==> src/rtl/vga_timing_out.sv <==
// vga_timing_out: scan counters, delayed sync/active flags and blanked RGB output stage.
//   clk, rst (async active-low), pix_en (advance enable)
//   draw_r/g/b    colour for the coordinate issued PIPE_DLY advances earlier
//   curr_x/curr_y scan coordinates, frame_start at (0,0) on a qualified cycle
//   hsync/vsync/active/pix_r/g/b registered outputs, aligned to each other
module vga_timing_out #(
    parameter int   H_ACTIVE = 1440,
    parameter int   H_FP     = 80,
    parameter int   H_SYNC   = 152,
    parameter int   H_BP     = 232,
    parameter int   V_ACTIVE = 900,
    parameter int   V_FP     = 1,
    parameter int   V_SYNC   = 3,
    parameter int   V_BP     = 28,
    parameter logic H_POL    = 1'b0,
    parameter logic V_POL    = 1'b1,
    parameter int   PIPE_DLY = 2
) (
    input  logic        clk,
    input  logic        rst,
    input  logic        pix_en,
    input  logic [3:0]  draw_r,
    input  logic [3:0]  draw_g,
    input  logic [3:0]  draw_b,
    output logic [10:0] curr_x,
    output logic [10:0] curr_y,
    output logic        frame_start,
    output logic        hsync,
    output logic        vsync,
    output logic        active,
    output logic [3:0]  pix_r,
    output logic [3:0]  pix_g,
    output logic [3:0]  pix_b
);
    localparam logic [10:0] H_LAST = 11'(H_ACTIVE + H_FP + H_SYNC + H_BP - 1);
    localparam logic [10:0] V_LAST = 11'(V_ACTIVE + V_FP + V_SYNC + V_BP - 1);
    localparam logic [10:0] H_ACT  = 11'(H_ACTIVE);
    localparam logic [10:0] V_ACT  = 11'(V_ACTIVE);
    localparam logic [10:0] HS_ON  = 11'(H_ACTIVE + H_FP);
    localparam logic [10:0] HS_OFF = 11'(H_ACTIVE + H_FP + H_SYNC);
    localparam logic [10:0] VS_ON  = 11'(V_ACTIVE + V_FP);
    localparam logic [10:0] VS_OFF = 11'(V_ACTIVE + V_FP + V_SYNC);

    // flag bundles are {act, hs, vs}
    logic [2:0] raw, dly;

    always_ff @(posedge clk or negedge rst)
        if (!rst) begin
            curr_x <= '0;
            curr_y <= '0;
        end else if (pix_en) begin
            curr_x <= (curr_x == H_LAST) ? 11'd0 : curr_x + 11'd1;
            if (curr_x == H_LAST)
                curr_y <= (curr_y == V_LAST) ? 11'd0 : curr_y + 11'd1;
        end

    assign raw = {(curr_x < H_ACT) && (curr_y < V_ACT),
                  (curr_x >= HS_ON) && (curr_x < HS_OFF),
                  (curr_y >= VS_ON) && (curr_y < VS_OFF)};

    assign frame_start = pix_en && (curr_x == 11'd0) && (curr_y == 11'd0);

    // flags travel alongside the draw pipeline so they meet draw_* at the output register
    generate
        if (PIPE_DLY == 0) begin : g_bypass
            assign dly = raw;
        end else begin : g_pipe
            logic [2:0] sr [PIPE_DLY];
            always_ff @(posedge clk or negedge rst)
                if (!rst) begin
                    for (int i = 0; i < PIPE_DLY; i++) sr[i] <= '0;
                end else if (pix_en) begin
                    sr[0] <= raw;
                    for (int i = 1; i < PIPE_DLY; i++) sr[i] <= sr[i-1];
                end
            assign dly = sr[PIPE_DLY-1];
        end
    endgenerate

    always_ff @(posedge clk or negedge rst)
        if (!rst) begin
            active <= 1'b0;
            hsync  <= ~H_POL;
            vsync  <= ~V_POL;
            pix_r  <= '0;
            pix_g  <= '0;
            pix_b  <= '0;
        end else if (pix_en) begin
            active <= dly[2];
            hsync  <= dly[1] ? H_POL : ~H_POL;
            vsync  <= dly[0] ? V_POL : ~V_POL;
            pix_r  <= dly[2] ? draw_r : 4'd0;
            pix_g  <= dly[2] ? draw_g : 4'd0;
            pix_b  <= dly[2] ? draw_b : 4'd0;
        end
endmodule

==> config.mk <==
export PLATFORM = sky130hd
export DESIGN_NAME = vga_timing_out
export DESIGN_NICKNAME = d
export VERILOG_FILES = /design/src/rtl/vga_timing_out.sv
export SDC_FILE = /design/constraint.sdc
export NUM_CORES = 1
export LEC_CHECK = 0
export CORE_MARGIN = 5
export CORE_UTILIZATION = 38
export CTS_CLUSTER_DIAMETER = 100
export DETAILED_ROUTE_END_ITERATION = 12
export SLEW_MARGIN = 15
export SYNTH_ARGS = -nofsm -noshare
export SYNTH_HDL_FRONTEND = slang
export SYNTH_SLANG_ARGS = --single-unit
==> constraint.sdc <==
create_clock -name clk -period 3.3 [get_ports clk]
set_input_delay 0.33 -clock clk [delete_from_list [all_inputs] [get_ports clk]]
set_output_delay 0.33 -clock clk [all_outputs]
set_load 0.01 [all_outputs]
# Yosys cells after proc, flatten, opt, wreduce, memory -nomap -nowiden
# Index checks and enable logic that the tools add are counted.
# classes
n_addsub	2
magnitude_cmp	6
n_eq_ne	2
n_mux	7
n_reduce_logical	8
# ops
operator	count
adder 11 x 1 -> 11 bit (second input constant)	2
zero test 11 bit	2
less-than comparator 11 x 10 -> 1 bit (second input constant)	2
less-than comparator 11 bit (second input constant)	2
2-to-1 mux 11 bit	2
2-to-1 mux 4 bit	3
== test 11 x 10 -> 1 bit (second input constant)	1
== test 11 bit (second input constant)	1
greater-or-equal comparator 11 x 10 -> 1 bit (second input constant)	1
greater-or-equal comparator 11 bit (second input constant)	1
logical AND 1 bit	5
2-to-1 mux 1 bit	2
AND reduction 2 bit	1
# totals
ff_bits	43
in_bits	15
output_inout_bits	38
wordCells	35

# Longest topological paths before layout
# depth
ltp_word	3
ltp_mapped	6
ltp_nobuf	6

# Least setup slack after synthesis
# OpenSTA, ideal clock, no wires.
# synth_timing
path_type	flip-flop to output port
startpoint	reg curr_x[5]
endpoint	out frame_start
arrival_time_ps	1711
required_time_ps	2970
setup_slack_ps	1259
stages_incl_launch_ff	6
n_path_buf	1
cell_sequence	dfrtp_1 -> bufbuf_16 -> or4_1 -> nor2_1 -> nand3_1 -> nor4_1
# synth_via
elab_chain_len	3
# synth_lines
item	line	rtl
from (decl)	25	output logic [10:0] curr_x,
from (signal assigned)	52	curr_x <= (curr_x == H_LAST) ? 11'd0 : curr_x + 11'd1;
zero test 11 bit	61	assign frame_start = pix_en && (curr_x == 11'd0) && (curr_y == 11'd0);
logical AND 1 bit (2 in series)	61	
to (decl)	27	output logic frame_start,
# No other way between the ends.

# Final worst setup path
# layout_timing
startpoint	reg curr_x[6]
endpoint	out frame_start
# The elaborated chain is that of the path after synthesis.

==> run summary <==
RUN STATUS
------------------------------------------------------------------------------------------
Result of the run                                                                completed

FLOORPLAN
------------------------------------------------------------------------------------------
Initial core utilization                                                             0.395
I/O pin count                                                                           53
Die width                                                                          86.1 um
Core Box Area                                                                    5570 um^2
Chip Height                                                                        86.1 um
Number of placement rows                                                                27
Total Die Area                                                                   7410 um^2

STA
------------------------------------------------------------------------------------------
Final worst path period need                                                       2670 ps
Final total negative setup slack                                                      0 ps
Clock skew after layout                                                            8.33 ps
Headroom to the max-slew limit                                                       0.364
FMAX                                                                               374 MHz
Least setup slack across all paths after layout                                     627 ps
Number of max-slew violations in the final report                                        0
Setup repair after global routing missed its margin                                     no
Number of failing hold endpoints at the final stage                                      0
Final Setup Violations                                                                   0
Final clock period utilization by the worst path                                     0.810
Transition time at the pin with the least slew margin                               955 ps

PLACEMENT
------------------------------------------------------------------------------------------
Half-perimeter wire length after placement                                         3450 um
Placement Setup Slack                                                               849 ps
RePlAce Congestion                                                                   0.805
Count of input and output buffers                                                       52

DETAILED ROUTING
------------------------------------------------------------------------------------------
Vias/cell                                                                             5.11
Total vias in the final route                                                         1728
Number of search-and-repair iterations in the first detailed-routing pass                4
Total length of routed wires                                                       4860 um
Remaining routing DRC violations                                                         0
Number of antenna-violating nets in the routed design                                    0
Detailed router's first-iteration violation count                                       54
Avg WL per Cell                                                                    14.4 um

SETUP PATH
------------------------------------------------------------------------------------------
CP max stage delay                                                                  590 ps
Arrival time at the worst endpoint                                                 2340 ps
Origin of the critical flop-to-flop path                                         curr_x[1]
First element of the critical path                                               curr_x[6]
Cell count along the critical path                                                       5
Endpoint of the worst setup timing path                                        frame_start
R2R Setup Slk                                                                      1390 ps
Category of the worst setup path capture point                                primary output
Top delay family on crit path                                                 simple AND/OR/NAND/NOR gates
Cell-by-cell trace of the critical path                                       or4_1 -> nor2_1 -> nand3_1 -> nor4_1 -> clkdlybuf4s50_1
Total buffers and inverters traversed by the critical path                               1
Critical path type                                                                 reg2out
Largest fanout on the critical path                                                      8
Required time of the worst setup path                                              2970 ps
Max stage delay cell, worst path                                              sky130_fd_sc_hd__clkdlybuf4s50_1
Setup crit start kind                                                            flip-flop
RR Endpoint                                                                      curr_y[9]
Worst Reg2Reg Path Length in Cells                                                       5

LAYOUT
------------------------------------------------------------------------------------------
Final-stage net count                                                                  285
Share of post-route cells with drive strength above 1                                0.102
Layout area overhead                                                                 28.2%
Final standard cell utilization of the core                                          0.506
Number of antenna repair diodes                                                          0

GRT
------------------------------------------------------------------------------------------
GR met1 Demand/Resource                                                              0.190
Global-route wire length before repair                                             8110 um
GR peak layer                                                                         met2
Initial antenna violation count                                                          0
Pin count of the biggest net entering global routing                                    44
Sum of overflow across all layers after global routing                                   0
Met2 track utilization from global routing                                           0.191
Met3 Usage GRT                                                                      0.0490
Vias in the first global route                                                        1664
GRT Resource Usage Total                                                             0.135

CLOCK NETWORK
------------------------------------------------------------------------------------------
Number of clock sinks                                                                   43
Master cell of the clock root buffer                                          sky130_fd_sc_hd__clkbuf_8
Number of buffers inserted during clock tree synthesis                                   5
Post-CTS Hold Buffers                                                                    0
Post-cts sizing count                                                                    0
Clock edge transition at the registers on the reported setup and hold paths          80 ps
Insertion delay to the later sink of the worst-skew pair                            290 ps
CTS max path bufs                                                                        2
Number of buffers added for setup after CTS                                              0
Number of H-tree branching levels                                                        2
CTS tree                                                                              done

SYNTH
------------------------------------------------------------------------------------------
Post-Synthesis Cell Area                                                         2200 um^2
Syn_nets                                                                               237
Total of flip-flops plus latches after synthesis                                        43
Area share of the leading cell type in the synthesized netlist                       0.478
Most numerous cell in the Yosys netlist                                       sky130_fd_sc_hd__dfrtp_1
Dominant register cell in the synthesized netlist                             sky130_fd_sc_hd__dfrtp_1
Average cell area after synthesis                                                10.1 um^2
Post-synth top area cell                                                      sky130_fd_sc_hd__dfrtp_1
Main area contributors after synthesis                                        sky130_fd_sc_hd__dfrtp_1, sky130_fd_sc_hd__nand3_1, sky130_fd_sc_hd__o21ai_0
Number of enable flip-flop cells after synthesis                                         0
Ys async rst share                                                                    1.00
Fraction of the yosys area taken by sequential cells                                 0.490
Synthesis Warnings                                                                       0
Number of library cell types mapped by synthesis                                        43
Count of mapped cells out of synthesis                                                 217
Most numerous cell types in the synthesized netlist                           sky130_fd_sc_hd__dfrtp_1, sky130_fd_sc_hd__inv_1, sky130_fd_sc_hd__nand3_1, sky130_fd_sc_hd__o21ai_0, sky130_fd_sc_hd__nor2_1

PWR
------------------------------------------------------------------------------------------
Cell Pwr Density                                                               466 nW/um^2
Worst ir drop on vdd                                                              0.368 mV
Leakage Power                                                                   0.00128 uW

HOLD PATH
------------------------------------------------------------------------------------------
Classification of the worst-slack hold path                                       in2async

FLOW RUN
------------------------------------------------------------------------------------------
MaxCap Viol Count                                                                        0

area by class of cell:
type	instances	area, um^2
Clock buffer	8	100
Fill cell	528	2760
Inverter	22	82.6
Multi-Input combinational cell	138	931
Sequential cell	43	1080
Tap cell	72	90.1
Timing Repair Buffer	55	538
kinds of logic after synthesis:
logic type	count (synthesis)	synth area share
AOI/OAI and AO/OA	37	0.109
xor gates and xnor gates	10	0.0398
adders and majority gates	5	0.0284
buffers and inverters	36	0.0870
DFF	43	0.490
muxes	11	0.0535
and+or+nand+nor	75	0.192
worst reg2reg max path, stage by stage, from the launching register on:
cell and delay (ps):
sky130_fd_sc_hd__dfrtp_1 430, sky130_fd_sc_hd__ha_1 220, sky130_fd_sc_hd__nand2_1 100, sky130_fd_sc_hd__or4_4 600, sky130_fd_sc_hd__and2_4 190, sky130_fd_sc_hd__a211o_1 250
cells in the final DEF (no fill, tap or decap), types with 3 or more instances in the layout:
master	netlist	final
sky130_fd_sc_hd__dfrtp_1	42	42
sky130_fd_sc_hd__nor4_1	6	6
sky130_fd_sc_hd__clkbuf_8	0	7
sky130_fd_sc_hd__ha_1	5	5
sky130_fd_sc_hd__and3_1	4	4
sky130_fd_sc_hd__mux2i_1	5	5
sky130_fd_sc_hd__nand4_1	6	6
sky130_fd_sc_hd__a31o_2	3	3
sky130_fd_sc_hd__xor2_1	4	4
sky130_fd_sc_hd__nand2_1	9	9
sky130_fd_sc_hd__buf_4	1	3
sky130_fd_sc_hd__clkdlybuf4s50_1	0	51
sky130_fd_sc_hd__mux2_2	6	6
sky130_fd_sc_hd__inv_1	22	22
sky130_fd_sc_hd__o31ai_1	3	3
sky130_fd_sc_hd__nor2_1	15	15
sky130_fd_sc_hd__nand3_1	19	19
sky130_fd_sc_hd__o21ai_0	19	19
sky130_fd_sc_hd__xnor2_1	6	6
flip-flops by register name, indices dropped and copies added (netlist names):
register   flops
active         1
curr_x        11
curr_y        11
dly            3
g_pipe.sr      3
hsync          1
pix_b          4
pix_g          4
pix_r          4
vsync          1
routing by layer:
layer	wire [um]	vias to the layer above
li1	-	856
met1	2450	806
met2	1990	57
met3	354	9
met4	62	0
met5	0	-
power breakdown:
group,internal (uW),leakage [uW],switching [uW]
clock network,191,0.0000515,171
registers,582,0.000546,86.3
logic,162,0.000678,121
total,936,0.00128,379
worst min path at each step:
stage,end,startpoint,depth (start not counted)
after floorplan,active,rst,0
after global placement,hsync,dly[1],1
after detailed placement,hsync,dly[1],1
after CTS,curr_x[1],rst,1
after global routing,pix_r[1],rst,1
final,pix_g[0],rst,1
through the flow:
stage / std cells / hold slack, ps / power [uW] / area (um^2)
3_3_place_gp: 330 / 411 / 963 / 2720
5_1_grt: 338 / 285 / 1400 / 2820
3_5_place_dp: 330 / 422 / 966 / 2720
4_1_cts: 338 / 220 / 1340 / 2820
6_report: 338 / 189 / 1310 / 2820
2_1_floorplan: 217 / 34.4 / 849 / 2200
No activity file was read; power rests on OpenSTA's default activity.
